==> config.mk <==
export PLATFORM = sky130hd
export DESIGN_NAME = conv3x3_stream_engine
export DESIGN_NICKNAME = d
export VERILOG_FILES = /design/src/rtl/conv3x3_stream_engine.sv
export SDC_FILE = /design/constraint.sdc
export NUM_CORES = 2
export LEC_CHECK = 0
export CORE_ASPECT_RATIO = 1.75
export CORE_MARGIN = 5
export CORE_UTILIZATION = 45
export CTS_CLUSTER_DIAMETER = 30
export DETAILED_ROUTE_END_ITERATION = 10
export GPL_TIMING_DRIVEN = 0
export PLACE_DENSITY_LB_ADDON = 0.12
export SLEW_MARGIN = 0
export SYNTH_ARGS = -nofsm -noshare
export SYNTH_HDL_FRONTEND = slang
export SYNTH_SLANG_ARGS = --single-unit
export TNS_END_PERCENT = 10
==> constraint.sdc <==
create_clock -name clk_i -period 17 [get_ports clk_i]
set_input_delay 3.4 -clock clk_i [delete_from_list [all_inputs] [get_ports clk_i]]
set_output_delay 3.4 -clock clk_i [all_outputs]
set_load 0.02 [all_outputs]
==> src/rtl/conv3x3_stream_engine.sv <==
// Streaming 3x3 valid-mode convolution over a raster-order image: NUM_CH output channels,
// each with its own kernel and bias, followed by shift, optional ReLU and saturation.
module conv3x3_stream_engine #(
    parameter int unsigned DATA_WIDTH = 8,
    parameter int unsigned IMG_WIDTH  = 28,
    parameter int unsigned IMG_HEIGHT = 28,
    parameter int unsigned NUM_CH     = 2,
    parameter int unsigned ACC_WIDTH  = 32
) (
    input  logic                         clk_i,
    input  logic                         rst_ni,
    input  logic                         cfg_we_i,
    input  logic [7:0]                   cfg_addr_i,
    input  logic [31:0]                  cfg_wdata_i,
    input  logic                         start_i,
    output logic                         busy_o,
    output logic                         done_o,
    input  logic                         pix_valid_i,
    output logic                         pix_ready_o,
    input  logic [DATA_WIDTH-1:0]        pix_data_i,
    output logic                         out_valid_o,
    input  logic                         out_ready_i,
    output logic [NUM_CH*DATA_WIDTH-1:0] out_data_o,
    output logic                         out_last_o
);
    localparam int unsigned COL_W = $clog2(IMG_WIDTH);
    localparam int unsigned ROW_W = $clog2(IMG_HEIGHT);

    localparam logic [1:0] StIdle  = 2'd0;
    localparam logic [1:0] StRun   = 2'd1;
    localparam logic [1:0] StFlush = 2'd2;
    localparam logic [1:0] StDone  = 2'd3;

    localparam logic signed [ACC_WIDTH-1:0] SAT_MAX =
        {{(ACC_WIDTH-DATA_WIDTH+1){1'b0}}, {(DATA_WIDTH-1){1'b1}}};
    localparam logic signed [ACC_WIDTH-1:0] SAT_MIN = ~SAT_MAX;

    logic [1:0]                   state_q, state_d;
    logic [COL_W-1:0]             col_q;
    logic [ROW_W-1:0]             row_q;
    logic                         relu_en_q;
    logic [3:0]                   shift_q;
    logic signed [DATA_WIDTH-1:0] weight_q [NUM_CH][9];
    logic signed [ACC_WIDTH-1:0]  bias_q [NUM_CH];
    logic [DATA_WIDTH-1:0]        lb_top_q [IMG_WIDTH];
    logic [DATA_WIDTH-1:0]        lb_mid_q [IMG_WIDTH];
    logic [DATA_WIDTH-1:0]        win_q [9];
    logic [DATA_WIDTH-1:0]        win_d [9];
    logic                         out_valid_q, out_last_q;
    logic [NUM_CH*DATA_WIDTH-1:0] out_data_q, result;
    logic signed [ACC_WIDTH-1:0]  acc, shifted;
    logic                         pix_acc, out_hs, emit, col_last, row_last;

    assign busy_o      = state_q != StIdle;
    assign done_o      = state_q == StDone;
    assign pix_ready_o = (state_q == StRun) && (!out_valid_q || out_ready_i);
    assign pix_acc     = pix_valid_i && pix_ready_o;
    assign out_hs      = out_valid_q && out_ready_i;
    assign col_last    = col_q == COL_W'(IMG_WIDTH - 1);
    assign row_last    = row_q == ROW_W'(IMG_HEIGHT - 1);
    assign emit        = pix_acc && (row_q >= ROW_W'(2)) && (col_q >= COL_W'(2));
    assign out_valid_o = out_valid_q;
    assign out_data_o  = out_data_q;
    assign out_last_o  = out_last_q;

    always_comb begin
        state_d = state_q;
        case (state_q)
            StIdle:  if (start_i) state_d = StRun;
            StRun:   if (pix_acc && row_last && col_last) state_d = StFlush;
            StFlush: if (out_hs && out_last_q) state_d = StDone;
            StDone:  state_d = StIdle;
            default: state_d = StIdle;
        endcase
    end

    // Window as it will look after the current pixel is shifted in; k = row*3 + col.
    always_comb begin
        for (int r = 0; r < 3; r++) begin
            win_d[r*3]   = win_q[r*3+1];
            win_d[r*3+1] = win_q[r*3+2];
        end
        win_d[2] = lb_top_q[col_q];
        win_d[5] = lb_mid_q[col_q];
        win_d[8] = pix_data_i;
        result   = '0;
        acc      = '0;
        shifted  = '0;
        for (int ch = 0; ch < NUM_CH; ch++) begin
            acc = bias_q[ch];
            for (int k = 0; k < 9; k++) begin
                acc = acc + ACC_WIDTH'({1'b0, win_d[k]}) * ACC_WIDTH'(weight_q[ch][k]);
            end
            shifted = acc >>> shift_q;
            if (relu_en_q && shifted[ACC_WIDTH-1]) shifted = '0;
            if (shifted > SAT_MAX) shifted = SAT_MAX;
            else if (shifted < SAT_MIN) shifted = SAT_MIN;
            result[ch*DATA_WIDTH +: DATA_WIDTH] = shifted[DATA_WIDTH-1:0];
        end
    end

    always_ff @(posedge clk_i or negedge rst_ni) begin
        if (!rst_ni) begin
            state_q     <= StIdle;
            col_q       <= '0;
            row_q       <= '0;
            out_valid_q <= 1'b0;
            out_last_q  <= 1'b0;
            out_data_q  <= '0;
            for (int k = 0; k < 9; k++) win_q[k] <= '0;
        end else begin
            state_q <= state_d;
            if (state_q == StIdle && start_i) begin
                col_q <= '0;
                row_q <= '0;
            end else if (pix_acc) begin
                for (int k = 0; k < 9; k++) win_q[k] <= win_d[k];
                if (col_last) begin
                    col_q <= '0;
                    row_q <= row_last ? '0 : row_q + 1'b1;
                end else begin
                    col_q <= col_q + 1'b1;
                end
            end
            // An accepted pixel implies any pending output is being consumed this cycle.
            if (emit) begin
                out_valid_q <= 1'b1;
                out_data_q  <= result;
                out_last_q  <= row_last && col_last;
            end else if (out_hs) begin
                out_valid_q <= 1'b0;
                out_last_q  <= 1'b0;
            end
        end
    end

    always_ff @(posedge clk_i) begin
        if (pix_acc) begin
            lb_top_q[col_q] <= lb_mid_q[col_q];
            lb_mid_q[col_q] <= pix_data_i;
        end
    end

    always_ff @(posedge clk_i or negedge rst_ni) begin
        if (!rst_ni) begin
            relu_en_q <= 1'b0;
            shift_q   <= '0;
            for (int ch = 0; ch < NUM_CH; ch++) begin
                bias_q[ch] <= '0;
                for (int k = 0; k < 9; k++) weight_q[ch][k] <= '0;
            end
        end else if (cfg_we_i && !busy_o) begin
            if (cfg_addr_i == 8'h00) begin
                relu_en_q <= cfg_wdata_i[0];
                shift_q   <= cfg_wdata_i[11:8];
            end
            for (int ch = 0; ch < NUM_CH; ch++) begin
                for (int k = 0; k < 9; k++) begin
                    if (cfg_addr_i == 8'(16 + 4 * (ch * 9 + k))) begin
                        weight_q[ch][k] <= cfg_wdata_i[DATA_WIDTH-1:0];
                    end
                end
                if (cfg_addr_i == 8'(128 + 4 * ch)) begin
                    bias_q[ch] <= ACC_WIDTH'($signed(cfg_wdata_i));
                end
            end
        end
    end

endmodule
==> impl_metrics.yaml <==
timing:
  final_max_slew_viol_count: 0
  rsz0062_at_grt: "no"
  finalCriticalPeriod_ns: 16.41
  post-route-period-util_pct: 96.54
  maxSlewHeadroom_pct: 2.268
  tns_ns: 0
  fin_skew_ns: 0.07226
  setup_viol: 0
  tightest_slew_ns: 1.466
  fmax_ghz: 0.06093
  hold_violations: 0
  holdWs_ns: 0.4929
logic_synthesis:
  seq_area_frac_synth_pct: 24.52
  yosys.area.top_type: "fa_1"
  synth_common_cells: "1,423 x inv_1, 1,020 x fa_1, 903 x ha_1, 824 x and2_1, 471 x nand2_1"
  synth.area.top_cells: "fa_1 24%, edfxtp_1 16%, ha_1 13%"
  synth_top_area_share_pct: 24.15
  synthCells: 8074
  yosysUniqueCellTypes: 97
  synth_area_per_cell_um2: 10.47
  ys_ff_latch: 739
  synth_fp_nets: 10051
  synth.most_common_cell: "inv_1"
  async_reset_ff_share_pct: 39.38
  syn_area_um2: 84570
  synth-edff-count: 448
  synth_warnings: 0
  yosys_most_used_dff: "edfxtp_1"
clock_network:
  h-tree-depth: 4
  clk_pin_slew_ns: 0.06
  cts_buffer_depth: 4
  cts-buffers-inserted: 142
  cts.sinks: 739
  cts_hold_buf: 0
  cts_tree: "done"
  clk_latency_ns: 0.81
  cts_setup_buffers: 0
  cts_root_buffer: "clkbuf_16"
route:
  drc: 0
  wl_per_cell_um: 26.21
  vias_per_cell: 5.553
  ant_nets: 0
  drt_wl_total_um: 285000
  drtIter0Drc: 3205
  firstDrtPassIters: 6
  vias: 60383
die:
  coreArea_um2: 187100
  start_util_pct: 45.20
  io_pins: 75
  dieWidth_um: 337.7
  rows: 210
  die_height_um: 583.5
  die_area_um2: 197000
final_layout:
  area_growth_pct: 11.31
  nets: 10303
  design_area_um2: 94130
  drive_gt1_share_pct: 9.719
  final_core_util_pct: 50.32
  nFillCells: 17157
critical_path:
  r2r_slack_ns: 0.59
  critPathLaunchType: "register"
  critical_path_required_ns: 17.69
  regToRegStartpoint: "col_q[2]"
  path_common_cell: "fa_1"
  crit_fanout: 37
  cp_slowest_cell: "o21ai_0"
  end_kind: "register"
  cp-startpoint: "col_q[2]"
  worstSetupPathType: "register to register"
  arrival_ns: 17.10
  max_stage_delay_ns: 0.77
global_routing:
  grt_max_degree: 107
  grt_first_pass_wirelength_um: 419500
  grt_overflow: 0
  grt_util_all_layers_pct: 29.24
  grt_pass1_vias: 65166
  grt_antenna_before_repair: 17
placement:
  dpl.hpwl_um: 236300
  routabilityCongestion: 1.006
  postPlaceCellArea_um2: 89230
  port_buffers: 67
power_and_ir_drop:
  total_leakage_power_uw: 0.04530
  peakVddDrop_v: 0.0003092
  power.density_nw_per_um2: 180.7
min_path:
  worstHoldStart: "out_data_o[15]"
  hold_class: "register to register"
run:
  cap_violations: 0
run_status:
  status: "completed"
## per-stage QoR
step	instances	setup slack (ns)	power, µW
6_report	10873	0.5879	17010
4_1_cts	10867	0.03718	16980
3_5_place_dp	10624	-1.824	14060
2_1_floorplan	8074	2.670	9619
3_3_place_gp	10579	-2.838	14020
5_1_grt	10866	0.07360	17900
## cell families after synthesis
kind of cell | count (synthesis) | share of synthesized area (%)
and+or+nand+nor | 2002 | 12.28
adders and majority gates | 1923 | 37.51
buffers and inverters | 1699 | 7.600
AOI/OAI and AO/OA | 971 | 7.556
DFF | 739 | 24.52
muxes | 447 | 7.472
xor gates and xnor gates | 293 | 3.069
## metal layers
metal	part of all wire, %	up-vias	wire (µm)	GRT usage (%)
met1	32	30961	92310	28.82
met5	0.018	-	52	0
li1	-	27070	-	-
met3	3.5	739	10110	3.197
met2	53	1605	150100	53.79
met4	11	8	32450	25.38
## power by group
group	internal, µW	total (µW)	switching, µW
Sequential	2110	2360	251
Combinational	3980	11900	7930
Clock	1740	2750	1010
Total	7820	17000	9190
## flip-flops by register name, indices dropped and copies added, names as in the netlist
signal	flops
out_data_o	16
win_d	48
out_valid_o	1
lb_top_q	224
row_q	5
state_q	2
bias_q	64
shift_q	4
out_last_o	1
weight_q	144
col_q	5
lb_mid_q	224
relu_en_q	1
## critical path, delay by kind of cell, from the launching register on
family                   cells  cell delay, ns
flip-flops                   1            0.75
buffers and inverters       12            2.91
AO/OA/AOI/OAI               19            5.43
XOR/XNOR                     1            0.12
adder cells (fa/ha/maj)     11            5.18
AND/OR/NAND/NOR             10            1.69
multiplexers                 1            0.21
## repair_timing
| item | 4_1_cts | 5_1_grt |
|---|---|---|
| endpoints found under the setup margin | 14 | 14 |
| resized for setup | 67 | 34 |
| hold endpoints to repair | 0 | 0 |
## final timing paths
check                                 endpoint  depth (start not counted)
min in group asynchronous        weight_q[139]                          1
max in group asynchronous         weight_q[16]                          3
worst max register to register  out_data_o[13]                         54
worst min-delay path            out_data_o[15]                          2
worst max-delay path            out_data_o[13]                         54
worst min register to register  out_data_o[15]                          2
## placed cells by master (no fill, tap or decap), types with 25 or more instances in the layout
cell type and instances:
inv_1 1423, fa_1 1020, ha_1 903, and2_1 824
nand2_1 471, edfxtp_1 448, nor2_1 345, dfrtp_1 291
a21oi_1 282, mux2_2 264, xnor2_1 210, clkbuf_1 169
o21ai_0 164, clkbuf_16 145, mux4_2 121, a21o_1 108
xor2_1 79, nand3_1 66, o21bai_1 65, mux2i_1 61
clkdlybuf4s50_1 58, nand2b_1 50, nor3_1 49, o21a_1 43
or3_1 34, a31oi_1 33, a211oi_1 32, clkbuf_2 31
buf_1 30, o211ai_1 27, buf_2 25
## final cells by class
| class | instances | area [µm²] | share of cell area, % |
|---|---|---|---|
| plain buffers | 256 | 1119 | 1.188 |
| multi-input cells | 5636 | 57770 | 61.38 |
| clock inverters | 77 | 770.7 | 0.8188 |
| flip-flops and latches | 739 | 20730 | 22.03 |
| repair buffers | 112 | 1444 | 1.534 |
| clock buffers | 168 | 3815 | 4.053 |
| inverters | 1439 | 5401 | 5.738 |
| well taps | 2438 | 3050 | 3.241 |
| diodes | 8 | 20.02 | 0.02127 |
Power figures use the tool's default switching activity.
